==> src/rtl/ram_march_bist.sv <==
// March BIST for a single-port RAM: WR0 pattern, RD0 compare, WR1 inverted, RD1 compare.
// Outputs registered; read data checked one cycle after its address (1-cycle RAM latency), no backpressure.
module ram_march_bist #(
  parameter int ADDR_WIDTH = 10,
  parameter int DATA_WIDTH = 8,
  parameter logic [DATA_WIDTH-1:0] SEED = DATA_WIDTH'(8'h5A)
) (
  input  logic                  clk,
  input  logic                  rst,
  input  logic                  start,
  output logic                  ram_en,
  output logic [ADDR_WIDTH-1:0] ram_address,
  output logic [DATA_WIDTH-1:0] ram_datain,
  input  logic [DATA_WIDTH-1:0] ram_dataout,
  output logic                  busy,
  output logic                  done,
  output logic                  pass,
  output logic [ADDR_WIDTH+1:0] err_count,
  output logic                  fail_valid,
  output logic [ADDR_WIDTH-1:0] fail_addr,
  output logic                  fail_phase
);

  localparam int EW = ADDR_WIDTH + 2;
  localparam logic [ADDR_WIDTH-1:0] LAST = '1;
  localparam logic [ADDR_WIDTH-1:0] ONE  = ADDR_WIDTH'(1);

  typedef enum logic [2:0] {IDLE, WR0, RD0, WR1, RD1, DONE} state_t;

  state_t                  state, state_n;
  logic [ADDR_WIDTH-1:0]   cnt, cnt_n;
  logic                    drain, drain_n;
  logic                    clear;

  logic                    rd_vld_q;
  logic [ADDR_WIDTH-1:0]   rd_addr_q;
  logic                    rd_phase_q;

  logic                    mismatch;
  logic [DATA_WIDTH-1:0]   expect_dat;
  logic                    en_n, busy_n, done_n, pass_n;
  logic [ADDR_WIDTH-1:0]   addr_n;
  logic [DATA_WIDTH-1:0]   datain_n;
  logic [EW-1:0]           err_n;
  logic                    fv_n, fphase_n;
  logic [ADDR_WIDTH-1:0]   faddr_n;

  function automatic logic [DATA_WIDTH-1:0] pat(input logic [ADDR_WIDTH-1:0] a);
    return DATA_WIDTH'(a) ^ SEED;
  endfunction

  always_comb begin
    state_n = state;
    cnt_n   = cnt;
    drain_n = drain;
    clear   = 1'b0;
    case (state)
      IDLE, DONE: begin
        if (start) begin
          state_n = WR0;
          cnt_n   = '0;
          drain_n = 1'b0;
          clear   = 1'b1;
        end
      end
      WR0, WR1: begin
        if (cnt == LAST) begin
          state_n = (state == WR0) ? RD0 : RD1;
          cnt_n   = '0;
        end else begin
          cnt_n = cnt + ONE;
        end
      end
      RD0, RD1: begin
        // Extra drain cycle holds the last address while its data returns.
        if (drain) begin
          state_n = (state == RD0) ? WR1 : DONE;
          cnt_n   = '0;
          drain_n = 1'b0;
        end else if (cnt == LAST) begin
          drain_n = 1'b1;
        end else begin
          cnt_n = cnt + ONE;
        end
      end
      default: begin
        state_n = IDLE;
        cnt_n   = '0;
        drain_n = 1'b0;
      end
    endcase
  end

  always_comb begin
    expect_dat = rd_phase_q ? ~pat(rd_addr_q) : pat(rd_addr_q);
    mismatch   = rd_vld_q && (ram_dataout != expect_dat);

    en_n     = (state_n == WR0) || (state_n == WR1);
    busy_n   = state_n inside {WR0, RD0, WR1, RD1};
    done_n   = (state_n == DONE);
    addr_n   = busy_n ? cnt_n : '0;
    datain_n = '0;
    if (state_n == WR0) datain_n = pat(cnt_n);
    if (state_n == WR1) datain_n = ~pat(cnt_n);

    err_n    = clear ? '0 : err_count + EW'(mismatch);
    fv_n     = fail_valid;
    faddr_n  = fail_addr;
    fphase_n = fail_phase;
    if (clear) begin
      fv_n     = 1'b0;
      faddr_n  = '0;
      fphase_n = 1'b0;
    end else if (mismatch && !fail_valid) begin
      fv_n     = 1'b1;
      faddr_n  = rd_addr_q;
      fphase_n = rd_phase_q;
    end
    pass_n = done_n && (err_n == '0);
  end

  always_ff @(posedge clk) begin
    if (rst) begin
      state       <= IDLE;
      cnt         <= '0;
      drain       <= 1'b0;
      rd_vld_q    <= 1'b0;
      rd_addr_q   <= '0;
      rd_phase_q  <= 1'b0;
      ram_en      <= 1'b0;
      ram_address <= '0;
      ram_datain  <= '0;
      busy        <= 1'b0;
      done        <= 1'b0;
      pass        <= 1'b0;
      err_count   <= '0;
      fail_valid  <= 1'b0;
      fail_addr   <= '0;
      fail_phase  <= 1'b0;
    end else begin
      state       <= state_n;
      cnt         <= cnt_n;
      drain       <= drain_n;
      rd_vld_q    <= ((state == RD0) || (state == RD1)) && !drain;
      rd_addr_q   <= cnt;
      rd_phase_q  <= (state == RD1);
      ram_en      <= en_n;
      ram_address <= addr_n;
      ram_datain  <= datain_n;
      busy        <= busy_n;
      done        <= done_n;
      pass        <= pass_n;
      err_count   <= err_n;
      fail_valid  <= fv_n;
      fail_addr   <= faddr_n;
      fail_phase  <= fphase_n;
    end
  end

endmodule
==> config.mk <==
export PLATFORM = sky130hd
export DESIGN_NAME = ram_march_bist
export DESIGN_NICKNAME = d
export VERILOG_FILES = /design/src/rtl/ram_march_bist.sv
export SDC_FILE = /design/constraint.sdc
export NUM_CORES = 1
export LEC_CHECK = 0
export BUFFER_PORTS_ARGS = -buffer_cell sky130_fd_sc_hd__buf_4
export CAP_MARGIN = 40
export CORE_UTILIZATION = 45
export CTS_CLUSTER_SIZE = 8
export DETAILED_ROUTE_END_ITERATION = 10
export HOLD_SLACK_MARGIN = 0.05
export PLACE_DENSITY = 0.69
export RECOVER_POWER = 25
export SYNTH_ARGS = -nofsm -noshare
export SYNTH_HDL_FRONTEND = slang
export SYNTH_SLANG_ARGS = --single-unit
==> constraint.sdc <==
create_clock -name clk -period 2.8 [get_ports clk]
set_input_delay 0.14 -clock clk [delete_from_list [all_inputs] [get_ports clk]]
set_output_delay 0.14 -clock clk [all_outputs]
set_load 0.1 [all_outputs]
==> results.json <==
{
  "status": "finished, final reports clean",
  "synth.distinct_cells": 62,
  "crit_path_end_kind": "flop",
  "p_per_area_nw_per_um2": 550.7,
  "grt_max_degree": 34,
  "cts_hold_buf": 0,
  "maxCapViolations": 0,
  "initial_core_util": 0.4650,
  "ff_latch_area_um2": 1443,
  "multi_input_area_um2": 1599,
  "die_h_um": 85.79,
  "hold_path_class": "in -> reg",
  "startpoint_type": "flop",
  "relSlewSlack": 0.2194,
  "place_worst_setup_slack_ns": 0.002243,
  "finalSetupViolations": 0,
  "fin_setup_tns_ns": 0,
  "wl_per_cell_um": 13.30,
  "final_area_um2": 3856,
  "cts-root-buf": "clkbuf_8",
  "yosys_warnings": 0,
  "layout_setup_ws_ns": 0.003122,
  "post-dp-hpwl_um": 4997,
  "cts_buffers": 9,
  "reg2reg_from": "rd_addr_q[4]",
  "cts_tree": "yes",
  "holdPathEnd": "fail_valid",
  "period_share": 0.9989,
  "grt_use_total": 0.2045,
  "place_congestion": 0.8961,
  "r2r-end": "pass",
  "floorplan.die.width_um": 85.79,
  "worst_ep_arrival_time_ns": 3.06,
  "async_flop_share": 0,
  "vias": 2675,
  "syn2layout_area_growth_pct": 22.06,
  "clock-sinks": 72,
  "synth_nets": 371,
  "period_needed_ns": 2.797,
  "critPathMaxFanout": 2,
  "h-tree-depth": 3,
  "min_from": "start",
  "vdd_drop_max_mv": 0.3339,
  "insertion_delay_ns": 0.35,
  "holdPathStages": 3,
  "reg2reg_slack_ns": 0.003,
  "dr.pass1.iters": 4,
  "synth-edff-count": 0,
  "synth_area_um2": 3159,
  "cts_max_path_buffers": 2,
  "worstMarginPinSlew_ns": 1.176,
  "fillers": 642,
  "cp_data_required_time_ns": 3.07,
  "post_dp_cell_area_um2": 3691,
  "drc_errors": 0,
  "layout-drive-gt1-share": 0.2014,
  "layout_common_cells": "71 x dfxtp_1, 52 x nor2_1, 50 x buf_4",
  "fmax_mhz": 357.5,
  "via_per_inst": 5.214,
  "ys_ff_latch": 72,
  "fin_skew_ns": 0.01051,
  "antenna_found_initial": 0,
  "rows": 30,
  "synth_ff_type": "dfxtp_1",
  "core_area_um2": 6794,
  "drtIter0Drc": 76,
  "routed_wl_um": 6821,
  "io_buffers": 56,
  "drv_slew": 0,
  "fin_nets": 428,
  "num_antenna_cells": 0,
  "hold_violations": 0,
  "grt_remaining_overflow": 0,
  "avgSynthCellArea_um2": 8.874,
  "power_leakage_uw": 0.001512,
  "grt_pass1_vias": 2556,
  "path_clk_slew_ns": 0.08,
  "dieArea_um2": 7360,
  "grt_pass1_wl_um": 11820,
  "final_common_cell": "dfxtp_1",
  "path_class": "reg -> reg",
  "synthCells": 356,
  "antenna_left": 0,
  "reg2regPathDepth": 10,
  "rsz0062_at_grt": "yes",
  "ios": 57,
  "seq_area_frac_synth": 0.4562
}
synthesized netlist by cell type, types with 2 or more instances:
| cell | number | area, µm² |
|---|---|---|
| or3_1 | 2 | 12.51 |
| xnor2_1 | 16 | 140.1 |
| nor3b_1 | 3 | 22.52 |
| nor2_1 | 53 | 198.9 |
| clkbuf_1 | 8 | 30.03 |
| nor2b_1 | 9 | 56.30 |
| or2_2 | 3 | 18.77 |
| o221ai_1 | 2 | 17.52 |
| nand4_1 | 7 | 43.79 |
| buf_1 | 4 | 15.01 |
| and4_1 | 2 | 17.52 |
| o31a_1 | 2 | 17.52 |
| a22oi_1 | 2 | 15.01 |
| a2bb2oi_1 | 2 | 17.52 |
| nor3_1 | 6 | 30.03 |
| mux2i_1 | 6 | 60.06 |
| o21ai_0 | 19 | 95.09 |
| buf_4 | 5 | 37.54 |
| o31ai_1 | 2 | 15.01 |
| inv_1 | 10 | 37.54 |
| a32oi_1 | 3 | 26.28 |
| buf_6 | 2 | 22.52 |
| nand3_1 | 20 | 100.1 |
| a21oi_1 | 25 | 125.1 |
| and2_1 | 2 | 12.51 |
| ha_1 | 4 | 50.05 |
| a31oi_1 | 3 | 18.77 |
| buf_2 | 4 | 20.02 |
| o22ai_1 | 7 | 43.79 |
| or2_0 | 2 | 12.51 |
| xor2_1 | 7 | 61.31 |
| and2b_1 | 2 | 15.01 |
| nand2_1 | 11 | 41.29 |
| dfxtp_1 | 72 | 1441 |
| and3_1 | 2 | 12.51 |
metrics by stage:
step	utilization	power (µW)	cells	hold WS (ns)
after CTS	0.5750	2151	513	0.1508
after global placement	0.5433	1308	497	0.4469
after floorplan	-	1251	356	0.3178
after global routing	0.5676	2209	513	0.1746
final	0.5676	2124	513	0.1622
after detailed placement	0.5433	1310	497	0.4485
registers in the layout, summed over array words and instances (netlist names):
register	flops
err_count	12
cnt	10
fail_addr	10
ram_address	10
rd_addr_q	10
ram_datain	8
state	3
busy	1
done	1
drain	1
fail_phase	1
fail_valid	1
pass	1
ram_en	1
rd_phase_q	1
rd_vld_q	1
power by group:
part	leakage (µW)	internal (µW)	switching (µW)
sequential	0.000583	1040	13.3
clock	0.000102	480	364
combinational	0.000826	55.1	170
total	0.00151	1580	547
layout make-up:
cell class,instances,area share
timing repair buffer,69,0.1158
inverter,11,0.01071
tap,96,0.03115
multi-input combinational,250,0.4147
clock inverter,2,0.009734
clock buffer,13,0.04380
sequential,72,0.3741
worst max-delay path, cell delays in order, from the launching register on:
cell and delay, ns:
dfxtp_2 0.34, xnor2_2 0.13, or4_4 0.56, o41ai_4 0.25
nor2_2 0.08, ha_2 0.20, ha_4 0.16, xor2_1 0.15
o31a_1 0.24, or4b_4 0.48, nor4_2 0.13
kinds of logic (layout without fill, tap and decap cells):
kind of cell,Yosys count,count (layout),synth area share
xor+xnor,23,23,0.06376
compound gates,82,82,0.1691
buf+inv,34,95,0.05267
mux,7,7,0.02257
simple gates,134,134,0.2198
fa+ha+maj,4,4,0.01584
flops,72,72,0.4562
what timing repair did:
action	CTS	global route
pin swaps	1	1
endpoints found under the setup margin	1	1
gates resized for setup	1	5
hold endpoints to repair	0	0
setup buffers	1	0
per-layer routing:
| layer | vias to the layer above | track usage | routed length [µm] |
|---|---|---|---|
| met5 | - | 0 | 0 |
| met3 | 11 | 0.04716 | 314 |
| met4 | 0 | 0.09394 | 126 |
| li1 | 1370 | - | - |
| met2 | 59 | 0.3353 | 3199 |
| met1 | 1235 | 0.2562 | 3180 |
worst max path at each step:
| stage | start | to | cells past startpoint |
|---|---|---|---|
| CTS | rd_addr_q[4] | pass | 10 |
| global placement | rd_addr_q[4] | pass | 10 |
| finish | rd_addr_q[4] | pass | 10 |
| global route | rd_addr_q[4] | pass | 10 |
| floorplan | rd_addr_q[4] | pass | 10 |
| detailed placement | rd_addr_q[4] | pass | 10 |
Note: power is estimated with default switching activity, not from simulation.
